### config.mk
export PLATFORM = sky130hd
export DESIGN_NAME = cpu_control_fsm
export DESIGN_NICKNAME = d
export VERILOG_FILES = /design/src/rtl/cpu_control_fsm.sv
export SDC_FILE = /design/constraint.sdc
export NUM_CORES = 1
export LEC_CHECK = 0
export CORE_AREA = 2 2 98 100
export DETAILED_ROUTE_END_ITERATION = 7
export DIE_AREA = 0 0 100 102
export PLACE_DENSITY = 0.8
export SLEW_MARGIN = 20
export SYNTH_ARGS = -nofsm -noshare
export SYNTH_HDL_FRONTEND = slang
export SYNTH_SLANG_ARGS = --single-unit
export TNS_END_PERCENT = 10
### constraint.sdc
create_clock -name CLK -period 4.4 [get_ports CLK]
set_clock_uncertainty 0.2 [all_clocks]
set_input_delay 0.88 -clock CLK [delete_from_list [all_inputs] [get_ports CLK]]
set_output_delay 0.88 -clock CLK [all_outputs]
set_load 0.005 [all_outputs]
### src/rtl/cpu_control_fsm.sv
// Multi-cycle control unit for the CO224 CPU: accepts one instruction per
// handshake and sequences register-file reads, ALU selects, write strobe and PC.
module cpu_control_fsm #(
    parameter int PC_W = 32
) (
    input  logic            CLK,
    input  logic            RESET,
    input  logic [31:0]     INSTRUCTION,
    input  logic            INSTR_VALID,
    output logic            INSTR_READY,
    input  logic            ZERO,
    output logic [PC_W-1:0] PC,
    output logic [2:0]      READREG1,
    output logic [2:0]      READREG2,
    output logic [2:0]      WRITEREG,
    output logic [7:0]      IMMEDIATE,
    output logic [2:0]      ALUOP,
    output logic            IMM_SEL,
    output logic            NEG_SEL,
    output logic            WRITEENABLE,
    output logic            BUSY,
    output logic            ILLEGAL
);

    typedef enum logic [1:0] {
        S_IDLE      = 2'd0,
        S_DECODE    = 2'd1,
        S_EXECUTE   = 2'd2,
        S_WRITEBACK = 2'd3
    } state_t;

    typedef struct packed {
        logic [2:0] aluop;
        logic       imm_sel;
        logic       neg_sel;
        logic       write;
        logic       jump;
        logic       branch;
        logic       illegal;
    } ctrl_t;

    function automatic ctrl_t decode_op(input logic [7:0] op);
        ctrl_t c;
        c = ctrl_t'(9'd0);
        case (op)
            8'h00: begin c.imm_sel = 1'b1; c.write = 1'b1; end
            8'h01: begin c.write = 1'b1; end
            8'h02: begin c.aluop = 3'b001; c.write = 1'b1; end
            8'h03: begin c.aluop = 3'b001; c.neg_sel = 1'b1; c.write = 1'b1; end
            8'h04: begin c.aluop = 3'b010; c.write = 1'b1; end
            8'h05: begin c.aluop = 3'b011; c.write = 1'b1; end
            8'h06: begin c.jump = 1'b1; end
            8'h07: begin c.aluop = 3'b001; c.neg_sel = 1'b1; c.branch = 1'b1; end
            default: c.illegal = 1'b1;
        endcase
        return c;
    endfunction

    state_t          r_state;
    state_t          w_next_state;
    ctrl_t           w_ctrl;
    logic            w_ready;
    logic            w_accept;
    logic            w_unused;
    logic [PC_W-1:0] w_pc_plus4;
    logic [PC_W-1:0] w_offset_ext;
    logic [PC_W-1:0] w_pc_target;

    logic [PC_W-1:0] r_pc;
    logic [2:0]      r_readreg1;
    logic [2:0]      r_readreg2;
    logic [2:0]      r_writereg;
    logic [7:0]      r_immediate;
    logic [7:0]      r_offset;
    logic [2:0]      r_aluop;
    logic            r_imm_sel;
    logic            r_neg_sel;
    logic            r_write;
    logic            r_jump;
    logic            r_branch;
    logic            r_take;
    logic            r_we;
    logic            r_illegal;

    assign w_ctrl   = decode_op(INSTRUCTION[31:24]);
    assign w_ready  = (r_state == S_IDLE) && !RESET;
    assign w_accept = INSTR_VALID && w_ready;
    assign w_unused = &{1'b0, INSTRUCTION[15:11]};

    // Word offset is sign-extended and scaled to bytes; sums wrap silently.
    assign w_offset_ext = {{(PC_W-10){r_offset[7]}}, r_offset, 2'b00};
    assign w_pc_plus4   = r_pc + PC_W'(3'd4);
    assign w_pc_target  = w_pc_plus4 + w_offset_ext;

    // State register
    always_ff @(posedge CLK) begin
        if (RESET) begin
            r_state <= S_IDLE;
        end else begin
            r_state <= w_next_state;
        end
    end

    // Next-state logic: only IDLE waits; the other states advance every cycle
    always_comb begin
        w_next_state = r_state;
        case (r_state)
            S_IDLE: begin
                if (w_accept) begin
                    w_next_state = S_DECODE;
                end else begin
                    w_next_state = S_IDLE;
                end
            end
            S_DECODE:    w_next_state = S_EXECUTE;
            S_EXECUTE:   w_next_state = S_WRITEBACK;
            S_WRITEBACK: w_next_state = S_IDLE;
            default:     w_next_state = S_IDLE;
        endcase
    end

    // Instruction fields and decoded controls, captured at the accepting edge
    always_ff @(posedge CLK) begin
        if (RESET) begin
            r_readreg1  <= 3'd0;
            r_readreg2  <= 3'd0;
            r_writereg  <= 3'd0;
            r_immediate <= 8'd0;
            r_offset    <= 8'd0;
            r_aluop     <= 3'd0;
            r_imm_sel   <= 1'b0;
            r_neg_sel   <= 1'b0;
            r_write     <= 1'b0;
            r_jump      <= 1'b0;
            r_branch    <= 1'b0;
        end else if (w_accept) begin
            r_readreg1  <= INSTRUCTION[10:8];
            r_readreg2  <= INSTRUCTION[2:0];
            r_writereg  <= INSTRUCTION[18:16];
            r_immediate <= INSTRUCTION[7:0];
            r_offset    <= INSTRUCTION[23:16];
            r_aluop     <= w_ctrl.aluop;
            r_imm_sel   <= w_ctrl.imm_sel;
            r_neg_sel   <= w_ctrl.neg_sel;
            r_write     <= w_ctrl.write;
            r_jump      <= w_ctrl.jump;
            r_branch    <= w_ctrl.branch;
        end
    end

    // Execution side effects: branch resolution, write strobe, PC, sticky illegal flag
    always_ff @(posedge CLK) begin
        if (RESET) begin
            r_take    <= 1'b0;
            r_we      <= 1'b0;
            r_pc      <= {PC_W{1'b0}};
            r_illegal <= 1'b0;
        end else begin
            r_we <= (r_state == S_EXECUTE) && r_write;
            if (r_state == S_EXECUTE) begin
                r_take <= r_jump || (r_branch && ZERO);
            end
            if (r_state == S_WRITEBACK) begin
                r_pc <= r_take ? w_pc_target : w_pc_plus4;
            end
            if (w_accept && w_ctrl.illegal) begin
                r_illegal <= 1'b1;
            end
        end
    end

    assign INSTR_READY = w_ready;
    assign BUSY        = (r_state != S_IDLE);
    assign PC          = r_pc;
    assign READREG1    = r_readreg1;
    assign READREG2    = r_readreg2;
    assign WRITEREG    = r_writereg;
    assign IMMEDIATE   = r_immediate;
    assign ALUOP       = r_aluop;
    assign IMM_SEL     = r_imm_sel;
    assign NEG_SEL     = r_neg_sel;
    assign WRITEENABLE = r_we;
    assign ILLEGAL     = r_illegal;

endmodule

Yosys cells after proc, flatten, opt, wreduce, memory -nomap -nowiden
Index checks and enable logic that the tools add are counted.
{ "totals": {"reg_bits": 70, "latchBits": 0, "ramBits": 0, "rom_bits": 0, "in_bits": 36, "output_inout_bits": 58, "wordCells": 52, "n_memories": 0} }
{ "op_classes": {"n_addsub": 2, "mul": 0, "div_mod_pow": 0, "magnitude_cmp": 0, "n_eq_ne": 10, "shift": 0, "muxes": 10, "bitwise_logic": 0, "reduce_logical": 14} }
{ "op_table": {"columns": ["operator", "n"], "rows": [
  ["$add 32x3->32 const B", 1],
  ["$add 32x32->32", 1],
  ["$eq 8x3->1 const B", 4],
  ["$mux 32", 1],
  ["$eq 8x2->1 const B", 2],
  ["$eq 8x1->1 const B", 1],
  ["$logic_not 8->1", 1],
  ["$pmux 2 s4", 1],
  ["$reduce_or 8->1", 1],
  ["$mux 1", 7],
  ["$pmux 2 s3", 1],
  ["$reduce_or 6->1", 1],
  ["$logic_and 1x1->1", 5],
  ["$eq 2x2->1 const B", 2],
  ["$reduce_or 3->1", 1],
  ["$eq 2x1->1 const B", 1],
  ["$logic_not 2->1", 1],
  ["$reduce_bool 2->1", 1],
  ["$reduce_or 2->1", 1],
  ["$logic_not 1->1", 1],
  ["$logic_or 1x1->1", 1]
]} }

Depth between registers and ports, before layout
{ "logic_depth": {"word_depth": 5, "ltp_mapped": 18, "depth_no_buf": 18} }

Worst setup path before layout
No wires, ideal clock.
{ "synth_path": {"path_kind": "register to register", "from": "register r_pc[4] (netlist: PC[4])", "to": "register r_pc[31] (netlist: PC[31])", "setup_ns": 0.121, "t_arrival_ns": 3.737, "t_required_ns": 4.079, "setup_slack_ns": 0.342, "path_stages_with_launch": 17, "n_path_buf": 0, "synth_period_minus_slack_ns": 4.058, "cell_sequence": "dfxtp_1 > and3_1 > nand3_1 > nor3_1 > and3_1 > xor2_1 > ha_1 > o21ai_0 > o211ai_1 > a221oi_1 > nand2b_1 > o21a_2 > o21ai_2 > and4b_1 > a211oi_1 > mux2_2 > mux2_4"} }
{ "synth_between": {"elab_chain_len": 3} }
{ "synth_lines": {"columns": ["item", "line", "rtl"], "rows": [
  ["from (decl)", "69", "logic [PC_W-1:0] r_pc;"],
  ["from (signal assigned)", "156", "r_pc <= {PC_W{1'b0}};"],
  ["from (signal assigned)", "164", "r_pc <= r_take ? w_pc_target : w_pc_plus4;"],
  ["$add 32x3->32 *", "92", "assign w_pc_plus4 = r_pc + PC_W'(3'd4);"],
  ["$add 32x32->32", "93", "assign w_pc_target = w_pc_plus4 + w_offset_ext;"],
  ["$mux 32 *", "164", null]
]} }
Every way passes the cells marked *; elsewhere a longest branch is shown, timed or not.
A chain may end at the register's enable or synchronous reset.

Worst setup path in the final report
{ "layout_path": {"from": "register r_pc[3] (netlist: PC[3])", "to": "register r_pc[31] (netlist: PC[31])"} }
The elaborated chain is that of the path after synthesis.

==> flow_metrics.py <==
metrics = {
    "clocking": {
        "tritoncts": "built",
        "clk_path_buf_depth": 2,
        "htree_levels": 3,
        "path_clk_slew_ns": 0.07,
        "clk_latency_ns": 0.36,
        "cts_buffers": 9,
        "cts_sinks": 61,
        "clockRootBuffer": "clkbuf_8",
    },
    "power_and_ir_drop": {
        "p_total_mw": 1.41,
        "power_density_nw_per_um2": 229,
        "max-vdd-ir-drop_mv": 0.171,
        "p_leak_nw": 2.55,
    },
    "floorplanning": {
        "start_util": 0.522,
        "rows": 35,
        "dieWidth_um": 100,
        "die_y_um": 102,
        "boundaryPins": 94,
        "core_um2": 9110,
        "die_area_um2": 10200,
    },
    "detailed_routing": {
        "via_per_inst": 5.95,
        "drt_iter0_markers": 345,
        "route.detailed.drc": 0,
        "vias": 5066,
        "wl_per_cell_um": 15.9,
        "ant_nets": 0,
        "wirelength_mm": 13.5,
        "drt-pass1-iter-count": 5,
    },
    "yosys": {
        "ys_seq_area_frac": 0.257,
        "postSynthCellCount": 635,
        "syn_area_um2": 4750,
        "yosysTopAreaCell": "dfxtp_1",
        "synth_area_per_cell_um2": 7.49,
        "synth_top_area_frac": 0.257,
        "ys.flop_type": "dfxtp_1",
        "async_flop_share": 0,
        "ys_top_cells_by_area": "dfxtp_1, ha_1, nand2_1, o21ai_0, xnor2_1",
        "synth-seq-cells": 61,
        "yosys_warnings": 0,
        "synth_common_cells": "nand2_1, dfxtp_1, o21ai_0",
        "synth_cell_type_count": 66,
        "yosysMostFrequentCell": "nand2_1",
        "synth_edf_count": 0,
    },
    "min_path": {
        "worstHoldPathType": "reg2reg",
        "min_path_cells": 2,
    },
    "job": {
        "maxCapViolCount": 0,
    },
    "global_routing": {
        "grt_util_met1": 0.302,
        "grt_max_degree": 40,
        "grt_pass1_vias": 4902,
        "grt_pass1_wl_mm": 22.1,
        "antenna_found_initial": 0,
        "gr-usage-met2": 0.480,
        "grt-busiest-layer": "met2",
        "track_usage": 0.265,
        "grt-ovfl-total": 0,
        "grt_use_met3": 0.0602,
    },
    "sta": {
        "finalSetupTns_ns": 0,
        "relSlewSlack": 0.484,
        "max_freq_mhz": 237,
        "setup_violations": 0,
        "period_minus_slack_ns": 4.21,
        "hold_violations": 0,
        "drv_slew": 0,
        "worst_pin_slew_ns": 0.773,
        "fin_ws_ns": 0.189,
        "fin_crit_sh": 0.957,
        "hold_slack_ns": 0.258,
    },
    "worst_setup_path": {
        "cp_slowest_stage_delay_ns": 0.39,
        "path_buf_inv": 0,
        "required_ns": 4.45,
        "cp.depth": 18,
        "crit_arrival_ns": 4.26,
        "crit_path_start_kind": "flip-flop",
        "r2r_cells": 18,
        "cp_max_fo": 5,
        "critPathKind": "reg2reg",
        "cp-end-kind": "flip-flop",
        "cp_top_family": "compound AO/OA/AOI/OAI gates",
        "crit_slowest_cell": "dfxtp_1",
        "path_cells": "ha_1 > and3_1 > nand2_1 > nor2_2 > nand2_1 > nor2_1 > xor2_1 > ha_1 > a21oi_2 > o211ai_1 > a221oi_2 > nand2b_1 > o21a_2 > o21ai_2 > and4b_1 > a211oi_2 > mux2_2 > mux2_4",
    },
    "cells_and_area": {
        "final_util": 0.677,
        "antenna_cells": 0,
        "final_area_um2": 6160,
        "instances_no_fill": 851,
        "nets": 813,
        "area_delta_synth_final_pct": 29.6,
        "drive_gt1_frac": 0.115,
    },
    "placed_design": {
        "dp.cells": 832,
        "dp_slack_ns": 0.0698,
        "gp_congestion": 0.914,
        "dp_hpwl_mm": 9.69,
        "port_buffers": 85,
        "dpl_cell_area_um2": 5850,
    },
    "run_status": {
        "status": "finished clean",
    },
}
==> worst min-delay path: cells and delay by family, from the launching register on <==
| kind | cells | cell delay [ns] |
|---|---|---|
| AOI/OAI and AO/OA | 1 | 0.06 |
| DFF | 1 | 0.31 |
| and+or+nand+nor | 1 | 0.05 |
==> registers in the layout, summed over array words and instances, names as in the netlist, 2 cells and up <==
signal     cells
ALUOP          2
READREG2       2
WRITEREG       2
r_state        2
r_offset       6
READREG1       3
PC            30
IMMEDIATE      6
==> layout by cell type, fill, tap and decap left out, types with 4 or more instances in the layout <==
cell and n:
a211oi_1 6, a21o_1 9, a21oi_1 34, a221oi_1 6, a22oi_1 7, a311oi_1 5
a31oi_1 7, and2_1 6, and3_1 13, buf_4 39, clkbuf_8 9, clkdlybuf4s50_1 85
dfxtp_1 58, ha_1 39, inv_1 24, mux2i_1 4, nand2_1 102, nand2b_1 9
nand3_1 14, nand4_1 10, nor2_1 46, nor2_2 4, nor2b_1 5, nor3_1 12
nor4_1 6, o21a_1 5, o21ai_0 56, o31ai_1 4, or3_1 4, xnor2_1 26
xor2_1 17
==> worst paths after layout <==
| kind | start | end | slack, ns |
|---|---|---|---|
| hold reg to reg | IMMEDIATE[4] | IMMEDIATE[4] | 0.26 |
| hold / removal | IMMEDIATE[4] | IMMEDIATE[4] | 0.26 |
| setup reg to reg | PC[3] | PC[31] | 0.19 |
| setup / recovery | PC[3] | PC[31] | 0.19 |
==> final cells by class <==
cell class                      count  area [um2]
Multi-Input combinational cell    514        3350
Fill cell                         762        2950
Sequential cell                    61        1220
Timing Repair Buffer              124        1140
Tap cell                          111         139
Clock buffer                       10         128
Inverter                           25        93.8
Clock inverter                      6        86.3
==> what timing repair did <==
action,CTS,global route
hold buffers,0,0
setup endpoints to repair,0,3
setup buffers,0,3
gates resized for setup,0,18
==> cell families (layout without fill, tap and decap cells) <==
| kind of cell | count (synthesis) | in the layout | share of synthesized area |
|---|---|---|---|
| simple gates | 245 | 245 | 0.241 |
| compound gates | 172 | 172 | 0.234 |
| buf+inv | 62 | 165 | 0.0566 |
| flops | 61 | 61 | 0.257 |
| xor+xnor | 45 | 45 | 0.0829 |
| fa+ha+maj | 42 | 42 | 0.112 |
| mux | 7 | 7 | 0.0163 |
| other cells | 1 | 3 | 0.000789 |
==> routing by layer <==
metal  up-vias  wire (um)
li1       2466          -
met1      2337       5600
met2       221       6620
met3        42        955
met4         0        341
met5         -          0
==> report_power, final <==
| group | switching [mW] | internal, mW |
|---|---|---|
| clock network | 0.247 | 0.319 |
| registers | 0.0250 | 0.572 |
| logic | 0.126 | 0.121 |
| total | 0.398 | 1.01 |
No activity file was read; power rests on OpenSTA's default activity.
==> edit 1, RTL diff (config.mk and constraints unchanged) <==
Change the parameter `PC_W` from 32 to 16.
--- a/src/rtl/cpu_control_fsm.sv
+++ b/src/rtl/cpu_control_fsm.sv
@@ -1,7 +1,7 @@
 // Multi-cycle control unit for the CO224 CPU: accepts one instruction per
 // handshake and sequences register-file reads, ALU selects, write strobe and PC.
 module cpu_control_fsm #(
-    parameter int PC_W = 32
+    parameter int PC_W = 16
 ) (
     input  logic            CLK,
     input  logic            RESET,
Ports: changed (resized PC); port bits go from 94 to 78. The function was not compared with the original's and may differ.
==> edit 1 against the original RTL <==
Routed wire length down 45%. Sequential cell count down 16. Non-clock buffer count down 52. Design area down 39%. Utilization down 26 points. Fmax up 16%. Setup slack better by 0.59 ns. Synthesized area down 38%. Power down 34%. Critical path type unchanged.
==> edit 1: results <==
export IMPL_routedLengthMet1_um=3220
export IMPL_status="complete, no violations"
export IMPL_synth_top_cells_by_count="sky130_fd_sc_hd__dfxtp_1, sky130_fd_sc_hd__nand2_1, sky130_fd_sc_hd__o21ai_0"
export IMPL_power_frac_clock_pct=35.5
export IMPL_nonClockBufferCount=72
export IMPL_clkSinkCount=45
export IMPL_synth_xor_area_share_pct=5.68
export IMPL_placement_cell_area_um2=3650
export IMPL_detail_route_vias_per_cell=5.17
export IMPL_number_of_nets_in_the_layout=476
export IMPL_detailed_place_hpwl_um=5360
export IMPL_max_clock_freq_mhz=276
export IMPL_multi_input_gate_share_of_total_cell_area_pct=48.9
export IMPL_area_share_clock_buf_inv_pct=3.16
export IMPL_drt_pre_antenna_iters=4
export IMPL_post_place_cells=520
export IMPL_highest_net_fanout_along_the_worst_path=8
export IMPL_wl_met3_um=503
export IMPL_nonClockInverterCount=14
export IMPL_sh_seq_area_pct=23.9
export IMPL_synth_adder_area_share_pct=10.5
export IMPL_first_pass_grt_wire_length_um=12300
export IMPL_clock_tree_htree_level_count=2
export IMPL_yosys_cell_types_count=59
export IMPL_worst_setup_path_endpoint="PC[15]"
export IMPL_placement_setup_worst_slack_ns=0.842
export IMPL_sequential_cell_area_um2=901
export IMPL_fillCellCount=894
export IMPL_hold_end="WRITEENABLE"
export IMPL_synth_area_per_cell_um2=8.09
-- edit 1: cell types whose count changed after synthesis, moves of 11 or more --
| cell | delta |
|---|---|
| sky130_fd_sc_hd__xnor2_1 | -17 |
| sky130_fd_sc_hd__clkbuf_1 | -12 |
| sky130_fd_sc_hd__ha_1 | -18 |
| sky130_fd_sc_hd__o21ai_0 | -22 |
| sky130_fd_sc_hd__nand2_1 | -61 |
| sky130_fd_sc_hd__dfxtp_1 | -16 |
| sky130_fd_sc_hd__nand2b_1 | +13 |
| sky130_fd_sc_hd__nor2_1 | -23 |
| sky130_fd_sc_hd__a21oi_1 | -11 |
| sky130_fd_sc_hd__inv_1 | -11 |
| sky130_fd_sc_hd__and3_1 | -11 |
-- edit 1: per-layer routing --
| metal | vias to the layer above | track usage, % |
|---|---|---|
| li1 | 1372 | - |
| met1 | 1273 | 17.8 |
| met2 | 78 | 26.2 |
| met3 | 5 | 4.10 |
| met4 | 0 | 3.79 |
| met5 | - | 0 |
==> edit 2, RTL diff (same flow settings) <==
Without the edit above. Reset style: asynchronous (`RESET`), changed in 3 clocked blocks.
--- a/src/rtl/cpu_control_fsm.sv
+++ b/src/rtl/cpu_control_fsm.sv
@@ -93,7 +93,7 @@
     assign w_pc_target  = w_pc_plus4 + w_offset_ext;
 
     // State register
-    always_ff @(posedge CLK) begin
+    always_ff @(posedge CLK or posedge RESET) begin
         if (RESET) begin
             r_state <= S_IDLE;
         end else begin
@@ -120,7 +120,7 @@
     end
 
     // Instruction fields and decoded controls, captured at the accepting edge
-    always_ff @(posedge CLK) begin
+    always_ff @(posedge CLK or posedge RESET) begin
         if (RESET) begin
             r_readreg1  <= 3'd0;
             r_readreg2  <= 3'd0;
@@ -149,7 +149,7 @@
     end
 
     // Execution side effects: branch resolution, write strobe, PC, sticky illegal flag
-    always_ff @(posedge CLK) begin
+    always_ff @(posedge CLK or posedge RESET) begin
         if (RESET) begin
             r_take    <= 1'b0;
             r_we      <= 1'b0;
Check against the original RTL: differs if RESET is asserted again (counterexample within 4 cycles, from zero or initial values and one cycle with RESET high); with RESET held inactive, the same outputs for 10 cycles.
==> edit 2 against the original RTL <==
Synthesized area increased by 8.0%. Design area increased by 1.4%. Global-route usage increased by 1.8 points. Fmax increased by 3.4%. Setup slack improved by 0.14 ns. Synthesized cell count increased by 3.9%. Routed wire length increased by 5.1%. Sequential cell count unchanged. Final cell count decreased by 0.59%. Critical path depth decreased by 5. Highest routed layer unchanged.
Power is left out: it rests on default switching activity, and per cell area and clock period it moved more than threefold.
==> edit 2: results <==
export IMPL_synth_top_cells_by_count="sky130_fd_sc_hd__nand2_1, sky130_fd_sc_hd__dfrtp_1, sky130_fd_sc_hd__nor2_1"
export IMPL_worst_path_largest_cell_delay_ns=0.47
export IMPL_arrival_time_at_the_worst_endpoint_ns=4.10
export IMPL_clk_transition_reported_paths_ns=0.09
export IMPL_hold_slack_ns=0.280
export IMPL_detail_route_vias_per_cell=6.16
export IMPL_detailed_place_hpwl_um=10200
export IMPL_synth_area_leaders="sky130_fd_sc_hd__dfrtp_1, sky130_fd_sc_hd__ha_1, sky130_fd_sc_hd__nand2_1, sky130_fd_sc_hd__o21ai_0, sky130_fd_sc_hd__a21oi_1"
export IMPL_ys_async_sr_fraction_pct=100
export IMPL_critical_path_reg2reg_startpoint="PC[8]"
export IMPL_yosys_cell_types_count=61
export IMPL_worstHoldStart="r_write"
export IMPL_gp_congestion=1.01
export IMPL_status="complete, no violations"
export IMPL_fillCellCount=729
export IMPL_synth_largest_area_cell="sky130_fd_sc_hd__dfrtp_1"
export IMPL_crit_path_top_delay_cell="sky130_fd_sc_hd__dfrtp_1"
export IMPL_first_pass_grt_wire_length_um=23200
export IMPL_final_layout_size_suffix_gt1_share_pct=4.76
export IMPL_regToRegEndpoint="PC[29]"
export IMPL_slew_limit_headroom_pct=34.8
export IMPL_first_global_vias=4895
export IMPL_drt_initial_drc_count=430
export IMPL_hold_end="r_write"
export IMPL_r2r_setup_slack_ns=0.33
export IMPL_grt_use_total_pct=28.4
export IMPL_grt_max_degree=62
export IMPL_wl_per_cell_um=16.8
export IMPL_worst_r2r_path_depth=13
[edit 2: changes by cell type after synthesis, sizes merged, moves of 6 or more]
cell    delta
inv        -7
nand2b     -7
nand2     +24
a311oi     -6
nand3      +6
nor4       -7
nand4      +6
dfxtp     -61
xnor2      -9
a21oi     +13
xor2       +7
dfrtp     +61
[edit 2: stage by stage]
| step | area (µm²) | worst slack (ns) | instances |
|---|---|---|---|
| floorplan | 5140 | 0.819 | 662 |
| global placement | 6020 | 0.417 | 830 |
| detailed placement | 6020 | 0.315 | 830 |
| CTS | 6230 | 0.300 | 846 |
| global route | 6250 | -0.0160 | 846 |
| finish | 6250 | 0.328 | 846 |
[edit 2: kinds of logic (layout without fill, tap and decap cells)]
kind of cell / after synthesis / in the layout / share of synthesized area, %
XOR/XNOR: 43 / 43 / 7.34
other: 1 / 3 / 0.0730
multiplexers: 6 / 6 / 1.19
AO/OA/AOI/OAI: 179 / 179 / 21.9
flip-flops: 61 / 61 / 29.7
AND/OR/NAND/NOR: 275 / 275 / 24.9
buffers and inverters: 53 / 126 / 4.56
adder cells (fa/ha/maj): 42 / 42 / 10.4
[edit 2: cell type report]
class	instances	share of cell area, %
sequential	61	24.4
tap	111	2.22
multi-input combinational	548	54.3
inverter	17	1.02
clock buffer	10	2.04
clock inverter	6	1.38
timing repair buffer	93	14.6
[edit 2: metal layers]
metal | up-vias | part of all wire, % | GRT usage [%]
met1 | 2415 | 42 | 36.8
met4 | 0 | 3.2 | 12.0
met5 | - | 0 | 0
met2 | 248 | 47 | 46.7
li1 | 2503 | - | -
met3 | 43 | 8.2 | 5.54
[edit 2: what timing repair did]
item	CTS	global route
resized for setup	0	2
setup endpoints to repair	0	2
hold buffers	0	0
